===== src/rtl/uart_tx_arbiter.sv =====
`timescale 1ns/1ps
// Round-robin arbiter sharing a single uart_tx serializer among NUM_REQ byte producers.
// Define UART_ARB_TAG_EN to precede every granted byte with a tag byte {4'hA, 1'b0, id[2:0]}.
module uart_tx_arbiter #(
    parameter int NUM_REQ      = 4,
    parameter int DATA_BITS    = 8,
    parameter int BUSY_TIMEOUT = 16
) (
    input  logic                         clock,
    input  logic                         reset,
    input  logic [NUM_REQ-1:0]           req_valid,
    input  logic [NUM_REQ*DATA_BITS-1:0] req_data,
    output logic [NUM_REQ-1:0]           req_ready,
    output logic [DATA_BITS-1:0]         tx_data,
    output logic                         tx_send,
    input  logic                         tx_busy,
    output logic [$clog2(NUM_REQ)-1:0]   grant_id,
    output logic                         arb_busy,
    output logic                         fault
);
    localparam int ID_W  = $clog2(NUM_REQ);
    localparam int CNT_W = $clog2(BUSY_TIMEOUT + 1);
    localparam logic [ID_W:0]    NUM_REQ_X = (ID_W + 1)'(NUM_REQ);
    localparam logic [ID_W-1:0]  LAST_ID   = ID_W'(NUM_REQ - 1);
    localparam logic [CNT_W-1:0] CNT_LAST  = CNT_W'(BUSY_TIMEOUT - 1);

`ifdef UART_ARB_TAG_EN
    typedef enum logic [2:0] {
        IDLE, TAG_ISSUE, TAG_WAIT_BUSY, TAG_WAIT_DONE, ISSUE, WAIT_BUSY, WAIT_DONE
    } state_t;

    logic [DATA_BITS-1:0] hold;

    function automatic logic [DATA_BITS-1:0] tag_byte(input logic [ID_W-1:0] id);
        tag_byte = {4'hA, 1'b0, 3'(id)};
    endfunction
`else
    typedef enum logic [1:0] {IDLE, ISSUE, WAIT_BUSY, WAIT_DONE} state_t;
`endif

    state_t               state;
    logic [ID_W-1:0]      ptr;
    logic [CNT_W-1:0]     cnt;
    logic                 found;
    logic [ID_W-1:0]      winner;
    logic [ID_W:0]        idx;
    logic [DATA_BITS-1:0] win_byte;
    logic [NUM_REQ-1:0]   win_onehot;
    logic [ID_W-1:0]      next_ptr;

    // Search ptr, ptr+1, ... wrapping modulo NUM_REQ; first valid requester wins.
    always_comb begin
        found  = 1'b0;
        winner = '0;
        idx    = '0;
        for (int k = 0; k < NUM_REQ; k++) begin
            idx = {1'b0, ptr} + (ID_W + 1)'(k);
            if (idx >= NUM_REQ_X) idx = idx - NUM_REQ_X;
            if (!found && req_valid[idx[ID_W-1:0]]) begin
                found  = 1'b1;
                winner = idx[ID_W-1:0];
            end
        end
    end

    always_comb begin
        win_byte = '0;
        for (int i = 0; i < NUM_REQ; i++) begin
            if (winner == ID_W'(i)) win_byte = req_data[i*DATA_BITS +: DATA_BITS];
        end
    end

    assign win_onehot = NUM_REQ'(1) << winner;
    assign next_ptr   = (grant_id == LAST_ID) ? '0 : grant_id + 1'b1;

    always_ff @(posedge clock or posedge reset) begin
        if (reset) begin
            state     <= IDLE;
            ptr       <= '0;
            cnt       <= '0;
            req_ready <= '0;
            tx_data   <= '0;
            tx_send   <= 1'b0;
            grant_id  <= '0;
            arb_busy  <= 1'b0;
            fault     <= 1'b0;
`ifdef UART_ARB_TAG_EN
            hold      <= '0;
`endif
        end else begin
            req_ready <= '0;
            tx_send   <= 1'b0;
            case (state)
                IDLE: begin
                    // Hold off while the serializer is still draining a previous frame.
                    if (!tx_busy && found) begin
                        grant_id  <= winner;
                        req_ready <= win_onehot;
                        arb_busy  <= 1'b1;
`ifdef UART_ARB_TAG_EN
                        tx_data   <= tag_byte(winner);
                        hold      <= win_byte;
                        state     <= TAG_ISSUE;
`else
                        tx_data   <= win_byte;
                        state     <= ISSUE;
`endif
                    end
                end
`ifdef UART_ARB_TAG_EN
                TAG_ISSUE: begin
                    tx_send <= 1'b1;
                    ptr     <= next_ptr;
                    cnt     <= '0;
                    state   <= TAG_WAIT_BUSY;
                end
                TAG_WAIT_BUSY: begin
                    if (tx_busy) begin
                        state <= TAG_WAIT_DONE;
                    end else if (cnt == CNT_LAST) begin
                        fault    <= 1'b1;
                        arb_busy <= 1'b0;
                        state    <= IDLE;
                    end else begin
                        cnt <= cnt + 1'b1;
                    end
                end
                TAG_WAIT_DONE: begin
                    if (!tx_busy) begin
                        tx_data <= hold;
                        state   <= ISSUE;
                    end
                end
`endif
                ISSUE: begin
                    tx_send <= 1'b1;
                    ptr     <= next_ptr;
                    cnt     <= '0;
                    state   <= WAIT_BUSY;
                end
                WAIT_BUSY: begin
                    // A serializer that never acknowledges costs this byte, not the whole arbiter.
                    if (tx_busy) begin
                        state <= WAIT_DONE;
                    end else if (cnt == CNT_LAST) begin
                        fault    <= 1'b1;
                        arb_busy <= 1'b0;
                        state    <= IDLE;
                    end else begin
                        cnt <= cnt + 1'b1;
                    end
                end
                WAIT_DONE: begin
                    if (!tx_busy) begin
                        arb_busy <= 1'b0;
                        state    <= IDLE;
                    end
                end
                default: begin
                    arb_busy <= 1'b0;
                    state    <= IDLE;
                end
            endcase
        end
    end

endmodule


===== config.mk =====
export PLATFORM = sky130hd
export DESIGN_NAME = uart_tx_arbiter
export DESIGN_NICKNAME = d
export VERILOG_FILES = /design/src/rtl/uart_tx_arbiter.sv
export SDC_FILE = /design/constraint.sdc
export NUM_CORES = 1
export LEC_CHECK = 0
export ABC_CLOCK_PERIOD_IN_PS = 1700
export CAP_MARGIN = 20
export CORE_UTILIZATION = 40
export DETAILED_ROUTE_END_ITERATION = 8
export PLACE_DENSITY = 0.76
export SKIP_LAST_GASP = 1
export SYNTH_ARGS = -nofsm -noshare
export SYNTH_HDL_FRONTEND = slang
export SYNTH_SLANG_ARGS = --single-unit

===== constraint.sdc =====
create_clock -name clock -period 1.7 [get_ports clock]
set_input_delay 0.34 -clock clock [delete_from_list [all_inputs] [get_ports clock]]
set_output_delay 0.34 -clock clock [all_outputs]
set_load 0.005 [all_outputs]

==> flow_summary.yaml, run 1 <==
worst_setup_path:
  worst-path-stages: 7
  crit_start: "req_valid[1]"
  required_ns: 1.86
  arrival_ns: 1.79
  path_delay_family: "simple AND/OR/NAND/NOR gates"
  r2r_end: "cnt[3]"
  worstSetupPathType: "input pin to flop"
  worstReg2RegStart: "cnt[1]"
  end_kind: "flop"
  crit_chain: "dlygate4sd2_1 > or4_4 > nand3_2 > a2111oi_4 > buf_4 > buf_4 > a21o_1"
  reg2reg_depth: 8
  critPathLaunchType: "input pin"
  rrSetupSlack_ns: 0.08
  cp_max_fo: 4
  cp_common_cell: "buf_4"
  worst_path_max_delay_cell: "or4_4"
  crit_end: "grant_id[0]"
  crit_buf_inv: 3
  max_stage_delay_ns: 0.57
finish:
  antennaDiodeCount: 0
  final_util: 0.653
  layout-drive-gt1-share: 0.244
  design_area_um2: 2410
  area_growth_pct: 54.9
  num-fill-cells: 309
  stdcell_count: 269
  final_nets: 269
routing:
  drt-initial-drc-count: 49
  wl_um: 3900
  vias: 1405
  post_drt_wl_per_cell_um: 14.5
  first_pass_iters: 4
  route.detailed.drc: 0
  antenna_violating_nets_post_route: 0
  via_per_inst: 5.22
logic_synthesis:
  yosys_register_bits: 26
  synth_top_area_share: 0.418
  synth_fa_ha_area_frac: 0.0563
  synth_compound_area_frac: 0.232
  syn_nets: 191
  synth_top_family_by_area: "compound AO/OA/AOI/OAI gates"
  synth_area_um2: 1560
  ys_top_cells_by_count: "dfrtp_1 (26), nand2_1 (15), mux2i_1 (11), o21ai_0 (10)"
  yosys_warnings: 0
  ys.flop_type: "dfrtp_1"
  async_reset_ff_frac: 1.00
  synthMuxAreaShare: 0.0780
  synth.avg_cell_area_um2: 10.7
  synth_cell_types: 40
  synthXorXnorAreaFrac: 0
  yosysSeqAreaShare: 0.418
  synth_simple_gate_area_share: 0.157
  syn_inst: 145
  synth_edf_count: 0
  synth_most_common_cell: "dfrtp_1"
  yosys-top-cells-area: "dfrtp_1 (42%), mux2i_1 (7.1%), ha_1 (5.6%)"
  synth.largest_area_cell: "dfrtp_1"
clock_tree:
  clockBufferDepth: 2
  htreeDepth: 1
  clk_pin_slew_ns: 0.09
  cts_tree: "built"
  cts_sinks: 26
  clk_latency_ns: 0.26
  cts_buffers: 3
  root_buffer: "clkbuf_8"
  cts_hold_buf: 0
sta:
  final-hold-violation-count: 0
  slew-limit-headroom: 0.780
  layout_setup_ws_ns: 0.0685
  fmax_mhz: 613
  drv_slew: 0
  setup_viol: 0
  finalCritPeriodShare: 0.960
  finalCriticalPeriod_ns: 1.63
  worst_pin_slew_ns: 0.327
  worst_clock_skew_ns: 0.00309
grt:
  grt_pass1_wl_um: 6380
  antenna_found_initial: 0
  first_global_vias: 1538
  gr-usage-all-layers: 0.197
  grt_max_degree: 27
  overflow: 0
place:
  place_hpwl_um: 2910
  placed_area_um2: 2240
  routabilityCongestion: 0.747
  placed_cells: 258
  io_buffers: 55
  pre_cts_slack_ns: -0.546
run:
  maxCapViolCount: 0
floorplan:
  die-area_um2: 4140
  rows: 22
  io_pins: 56
  core-area_um2: 3690
  start_util: 0.422
  fp.dieH_um: 64.4
  die_x_um: 64.4
run_status:
  status: "finished, final reports clean"
power:
  power_leakage_nw: 1.06
  ir_drop_v: 0.000691
  powerDensity_nw_per_um2: 1320
  p_total_w: 0.00319
hold_path:
  min_path_type: "input pin to asynchronous set/reset pin"
[per-stage QoR]
step                  TNS, ns  hold slack [ns]
global route          -0.0188            0.454
detailed placement      -6.63            0.470
floorplan                   0            0.380
finish                      0            0.417
global placement        -5.56            0.459
CTS                 -0.000868            0.427
[state kept, by name, indices dropped and copies added, names as in the netlist]
name,cells
ptr,2
tx_send,1
fault,1
grant_id,2
req_ready,4
state,2
tx_data,8
cnt,5
arb_busy,1
[cell type report]
type                    count  area (um2)  share of cell area
well taps                  48        60.1              0.0249
flip-flops and latches     26         651               0.270
repair buffers             80         749               0.311
multi-input cells         105         882               0.366
clock buffers               3        41.3              0.0171
inverters                   7        26.3              0.0109
[routing by layer]
metal	vias to the layer above	track usage	routed length, um
met5	-	0	0
met4	0	0.0639	23
met3	2	0.0464	186
met2	41	0.367	2100
met1	675	0.217	1590
li1	687	-	-
[worst min-delay path, delay by kind of cell]
| kind | cells | cell delay, ns |
|---|---|---|
| buffers and inverters | 3 | 0.75 |
[where the power goes]
group          internal, W  leakage (nW)  total, W  switching (W)
Combinational      0.00104         0.709   0.00185       0.000813
Sequential        0.000837         0.333   0.00100       0.000162
Clock             0.000159        0.0216  0.000343       0.000184
[kinds of logic after synthesis]
kind of cell,count (synthesis)
flops,26
simple gates,44
buf+inv,14
fa+ha+maj,7
compound gates,42
mux,12
[worst min-delay path by stage]
stage | startpoint | end | cells after the start
floorplan | reset | arb_busy | 1
global placement | fault | fault | 1
detailed placement | fault | fault | 1
CTS | reset | cnt[1] | 3
global route | reset | cnt[4] | 3
finish | reset | cnt[1] | 3
[timing repair]
action | 4_1_cts | 5_1_grt
setup endpoints to repair | 14 | 12
pin swaps | 8 | 4
gates resized for setup | 14 | 4
buffers inserted | 4 | 4
[cells in the final DEF, fill, tap and decap left out, drive strengths merged, types with 2 or more instances in the layout]
| cell type | Yosys | final |
|---|---|---|
| clkdlybuf4s50 | 0 | 51 |
| dfrtp | 26 | 26 |
| buf | 6 | 25 |
| nand2 | 15 | 15 |
| mux2i | 11 | 11 |
| o21ai | 10 | 10 |
| inv | 7 | 7 |
| nand3 | 7 | 7 |
| ha | 7 | 7 |
| and2 | 6 | 6 |
| a41oi | 5 | 5 |
| o211ai | 5 | 5 |
| a21oi | 5 | 5 |
| nor2 | 4 | 4 |
| a21o | 3 | 3 |
| o221ai | 3 | 3 |
| clkbuf | 1 | 3 |
| dlygate4sd2 | 0 | 3 |
| nand2b | 3 | 3 |
| and3 | 3 | 3 |
| a31oi | 2 | 2 |
| nor2b | 2 | 2 |
Power figures use the tool's default switching activity.
==> run 2, diff against run 1 <==
--- a/config.mk
+++ b/config.mk
@@ -5,11 +5,13 @@
 export SDC_FILE = /design/constraint.sdc
 export NUM_CORES = 1
 export LEC_CHECK = 0
-export ABC_CLOCK_PERIOD_IN_PS = 1700
+export ABC_CLOCK_PERIOD_IN_PS = 1600
 export CAP_MARGIN = 20
-export CORE_UTILIZATION = 40
+export CELL_PAD_IN_SITES_DETAIL_PLACEMENT = 0
+export CELL_PAD_IN_SITES_GLOBAL_PLACEMENT = 1
+export CORE_UTILIZATION = 33
 export DETAILED_ROUTE_END_ITERATION = 8
-export PLACE_DENSITY = 0.76
+export PLACE_DENSITY = 0.81
 export SKIP_LAST_GASP = 1
 export SYNTH_ARGS = -nofsm -noshare
 export SYNTH_HDL_FRONTEND = slang
==> constraint.sdc (replaced) <==
create_clock -name clock -period 1.6 [get_ports clock]
set_input_delay 0.32 -clock clock [delete_from_list [all_inputs] [get_ports clock]]
set_output_delay 0.32 -clock clock [all_outputs]
set_load 0.005 [all_outputs]
==> run 2 against run 1 <==
Against the previous run:
- the run now ends with design-rule violations, negative setup slack left
- largest power group unchanged
- power grew 16%
- largest cell class unchanged
- cell count grew 4.5%
- critical path type is now flop to flop
- sequential power grew 7%
==> flow_summary.yaml, run 2 (same netlist as run 1, synthesis figures left out) <==
worst_setup_path:
  critPathLaunchType: "flop"
  cp_max_fo: 10
  rrSetupSlack_ns: -0.02
  worstSetupPathType: "flop to flop"
  required_ns: 1.75
  arrival_ns: 1.77
  r2r_end: "tx_data[2]"
  end_kind: "flop"
  worstReg2RegStart: "ptr[0]"
  reg2reg_depth: 6
clock_tree:
  cts_buffers: 3
  cts_tree: "built"
  htreeDepth: 1
  cts_hold_buf: 0
  clockBufferDepth: 2
  root_buffer: "clkbuf_8"
  clk_pin_slew_ns: 0.09
  clk_latency_ns: 0.27
  cts_sinks: 26
finish:
  stdcell_count: 281
  layout-drive-gt1-share: 0.310
  final_common_cell: "clkdlybuf4s50_1"
  area_growth_pct: 65.6
  final_cell_mix: "clkdlybuf4s50_1 (51), buf_4 (28), dfrtp_1 (24)"
  top_register: "tx_data"
  top_regs: "tx_data: 8 flops, cnt: 5 flops, req_ready: 4 flops"
  largest_register_ffs: 8
  final_nets: 277
  antennaDiodeCount: 0
power:
  power_leakage_nw: 1.12
  powerDensity_nw_per_um2: 1430
  ir_drop_v: 0.000825
place:
  io_buffers: 55
  placed_cells: 267
  routabilityCongestion: 0.793
  place_hpwl_um: 3220
floorplan:
  start_util: 0.350
  fp.dieH_um: 70.7
  core-area_um2: 4440
  rows: 24
  die_x_um: 70.7
  io_pins: 56
  die-area_um2: 4990
grt:
  antenna_found_initial: 0
  gr-usage-all-layers: 0.185
  grt_max_degree: 27
  overflow: 0
  grt_pass1_wl_um: 7260
  first_global_vias: 1567
sta:
  setup_viol: 4
  finalCriticalPeriod_ns: 1.62
  final-hold-violation-count: 0
  rsz0062_at_grt: "yes"
  worst_pin_slew_ns: 0.347
  fin_hold_ws_ns: 0.401
  fmax_mhz: 617
  finalCritPeriodShare: 1.01
  worst_clock_skew_ns: 0.00115
  slew-limit-headroom: 0.766
  layout_setup_ws_ns: -0.0221
  drv_slew: 0
routing:
  first_pass_iters: 6
  via_per_inst: 5.12
  post_drt_wl_per_cell_um: 15.3
  wl_um: 4310
  vias: 1438
  drt-initial-drc-count: 48
  route.detailed.drc: 1
  antenna_violating_nets_post_route: 0
run_status:
  violations: "design-rule violations, negative setup slack"
  status: "complete, but fails checks"
hold_path:
  min_path_type: "input pin to asynchronous set/reset pin"
run:
  maxCapViolCount: 0
==> run 2: cell types whose count changed in the layout (fill, tap and decap cells not counted), sizes merged <==
cell	delta
nand2b	+1
buf	+6
clkbuf	+2
dlymetal6s2s	-1
==> run 2: worst max-delay path, cell delays in order, from the launching register on <==
cell and delay, ns:
dfrtp_1 0.42, nor2b_4 0.06, a21o_1 0.18, a211o_4 0.38, buf_12 0.17, mux2i_1 0.18
o221ai_2 0.12
==> run 2: final cells by class <==
class | count | area, um2
clock buffer | 3 | 41.3
fill | 384 | 1870
inverter | 7 | 26.3
multi-input combinational | 106 | 953
sequential | 26 | 653
tap | 52 | 65.1
timing repair buffer | 87 | 836
==> run 2: timing repair <==
item	in CTS	in global routing
setup endpoints to repair	19	16
gates resized for setup	24	6
cloned	2	1
setup buffers	7	1
pin swaps	14	6
==> run 2: worst max path at each step <==
stage | slack, ns | startpoint | to | cells past startpoint
3_5_place_dp | -0.62 | req_valid[0] | tx_data[6] | 6
2_1_floorplan | 0.0002 | cnt[0] | cnt[3] | 8
4_1_cts | -0.007 | ptr[0] | tx_data[1] | 6
5_1_grt | -0.10 | cnt[0] | cnt[3] | 8
6_report | -0.02 | ptr[0] | tx_data[2] | 6
3_3_place_gp | -0.57 | req_valid[2] | tx_data[3] | 7
==> run 2: power breakdown <==
part | internal (W) | switching (W)
Sequential | 0.000894 | 0.000172
Combinational | 0.00132 | 0.000945
Clock | 0.000169 | 0.000198
==> run 2: through the flow <==
step / setup WS (ns) / TNS (ns) / utilization / cell area, um2 / power (W)
CTS: -0.00698 / -0.00839 / 0.568 / 2520 / 0.00362
floorplan: 0.000218 / 0 / - / 1570 / 0.00214
global route: -0.101 / -0.919 / 0.579 / 2570 / 0.00397
global placement: -0.566 / -8.36 / 0.517 / 2300 / 0.00291
finish: -0.0221 / -0.0536 / 0.579 / 2570 / 0.00369
detailed placement: -0.619 / -8.81 / 0.517 / 2300 / 0.00295
==> run 2: metal layers <==
layer / vias up / GRT usage / share of wire
met5: - / 0 / 0
met3: 8 / 0.0242 / 0.019
met2: 21 / 0.346 / 0.55
met4: 0 / 0.0733 / 0.017
li1: 704 / - / -
met1: 705 / 0.214 / 0.41
==> run 3, diff against run 2 <==
--- a/config.mk
+++ b/config.mk
@@ -12,6 +12,7 @@
 export CORE_UTILIZATION = 33
 export DETAILED_ROUTE_END_ITERATION = 8
 export PLACE_DENSITY = 0.81
+export SETUP_SLACK_MARGIN = 0.2
 export SKIP_LAST_GASP = 1
 export SYNTH_ARGS = -nofsm -noshare
 export SYNTH_HDL_FRONTEND = slang
==> run 3 against run 2 <==
Against the previous run:
- the flow still finishes with violations (design-rule violations, negative setup slack)
- clock power grew 51%
- register-to-register slack is essentially flat
- wire length shrank 1.7%
- highest routed layer unchanged
- final area shrank 0.19%
- non-clock buffer count shrank 1
- sequential power shrank 4%
- clock skew grew 0.0050 ns
- flip-flop and latch count is the same
- utilization shrank 0.11 points
- die area is the same
- combinational power shrank 4%
- setup slack gained 0.0067 ns
==> flow_summary.yaml, run 3 (same netlist as run 1, synthesis figures left out) <==
routing:
  post_drt_wl_per_cell_um: 15.0
  wl_um: 4230
  drt-initial-drc-count: 36
  via_per_inst: 5.09
  first_pass_iters: 6
  route.detailed.drc: 4
  vias: 1434
  antenna_violating_nets_post_route: 0
place:
  place_hpwl_um: 3040
  io_buffers: 55
  placed_area_um2: 2330
  pre_cts_slack_ns: -0.530
  routabilityCongestion: 0.843
worst_setup_path:
  worstSetupPathType: "flop to flop"
  arrival_ns: 1.79
  critPathLaunchType: "flop"
  crit_chain: "ha_2 > and3_4 > ha_4 > buf_4 > o21ai_2 > o21ai_2 > a32o_1"
  cp_max_fo: 3
  cp_common_cell: "o21ai_2"
  end_kind: "flop"
  max_stage_delay_ns: 0.41
  worstReg2RegStart: "cnt[1]"
  required_ns: 1.78
  worst_path_max_delay_cell: "dfrtp_1"
  crit_start: "cnt[1]"
finish:
  regArea_um2: 652
  num-fill-cells: 376
  final_common_cell: "clkdlybuf4s50_1"
  area_growth_pct: 65.2
  antennaDiodeCount: 0
  final_nets: 277
  largest_register_ffs: 8
  design_area_um2: 2570
  multi_input_area_um2: 988
  final_cell_mix: "clkdlybuf4s50_1 (34), buf_4 (28), dfrtp_1 (25)"
  final_util: 0.578
  layout-drive-gt1-share: 0.357
  top_regs: "tx_data: 8 flops, cnt: 5 flops, req_ready: 4 flops"
  top_register: "tx_data"
hold_path:
  min_path_type: "input pin to asynchronous set/reset pin"
sta:
  finalCriticalPeriod_ns: 1.62
  worst_pin_slew_ns: 0.347
  layout_setup_ws_ns: -0.0154
  finalCritPeriodShare: 1.01
  worst_clock_skew_ns: 0.00616
  slew-limit-headroom: 0.769
  fmax_mhz: 619
  fin_setup_tns_ns: -0.0317
  final-hold-violation-count: 0
  fin_hold_ws_ns: 0.379
  rsz0062_at_grt: "yes"
  setup_viol: 3
  drv_slew: 0
power:
  p_sw_w: 0.00136
  pwr-share-clk: 0.148
  seqPwrFrac: 0.275
  p_sw_frac: 0.361
  p_comb_frac: 0.578
  intPower_w: 0.00240
  powerDensity_nw_per_um2: 1460
  ir_drop_v: 0.000556
  power_leakage_nw: 1.17
grt:
  grt_busiest_layer: "met2"
  antenna_found_initial: 0
  use_met1: 0.204
  grt_use_met3: 0.0214
  gr-usage-all-layers: 0.173
  met2_usage: 0.329
  grt_pass1_wl_um: 6910
  first_global_vias: 1494
  overflow: 0
  grt_max_degree: 27
run:
  maxCapViolCount: 0
floorplan:
  io_pins: 56
  core-area_um2: 4440
  start_util: 0.350
  die_x_um: 70.7
  die-area_um2: 4990
  rows: 24
  fp.dieH_um: 70.7
clock_tree:
  htreeDepth: 1
  cts_tree: "built"
  clk_latency_ns: 0.28
  clockBufferDepth: 2
  clk_pin_slew_ns: 0.10
  cts_hold_buf: 0
  cts_sinks: 26
  cts_buffers: 3
  root_buffer: "clkbuf_8"
run_status:
  status: "complete, but fails checks"
  violations: "design-rule violations, negative setup slack"
[run 3: cell types whose count changed in the layout (fill, tap and decap cells not counted), sizes merged, moves of 2 or more]
cell           change
dlygate4sd2       +14
clkdlybuf4s50     -17
clkbuf             -2
buf                +3
[run 3: metrics by stage]
stage | power, W | std cells
4_1_cts | 0.00364 | 277
3_5_place_dp | 0.00299 | 265
5_1_grt | 0.00404 | 282
3_3_place_gp | 0.00294 | 265
2_1_floorplan | 0.00220 | 145
6_report | 0.00376 | 282
[run 3: worst paths after layout]
kind	slack, ns	cells after the start	to
min reg2reg	0.48	1	fault
min	0.38	3	tx_data[2]
min in group clock	0.48	1	fault
max	-0.02	7	cnt[1]
max in group asynchronous	0.93	3	ptr[1]
max reg2reg	-0.02	7	cnt[1]
[run 3: area by class of cell]
cell class | count | area share
Clock buffer | 3 | 0.0161
Clock inverter | 1 | 0.0117
Inverter | 7 | 0.0102
Multi-Input combinational cell | 107 | 0.385
Sequential cell | 26 | 0.254
Tap cell | 52 | 0.0253
Timing Repair Buffer | 86 | 0.298
[run 3: per-layer routing]
| layer | vias to the layer above | share of wire |
|---|---|---|
| li1 | 707 | - |
| met1 | 698 | 0.41 |
| met2 | 24 | 0.56 |
| met3 | 5 | 0.021 |
| met4 | 0 | 0.012 |
| met5 | - | 0 |
[run 3: power groups by stage]
stage	sequential [W]	combinational, W	clock [W]
global placement	0.00106	0.00187	0
finish	0.00103	0.00217	0.000555
floorplan	0.00107	0.00113	0
detailed placement	0.00107	0.00192	0
CTS	0.00103	0.00204	0.000574
global route	0.00106	0.00238	0.000600
[run 3: worst max-delay path, delay by kind of cell (launching register included)]
family                   cells  cell delay [ns]
AND/OR/NAND/NOR              1             0.18
flip-flops                   1             0.41
AO/OA/AOI/OAI                3             0.43
buffers and inverters        1             0.13
adder cells (fa/ha/maj)      2             0.36
[run 3: timing repair]
| action | 4_1_cts | 5_1_grt |
|---|---|---|
| pin swaps | 14 | 12 |
| endpoints found under the setup margin | 39 | 23 |
| resized for setup | 49 | 12 |
| cloned | 0 | 2 |
| buffers inserted | 8 | 3 |
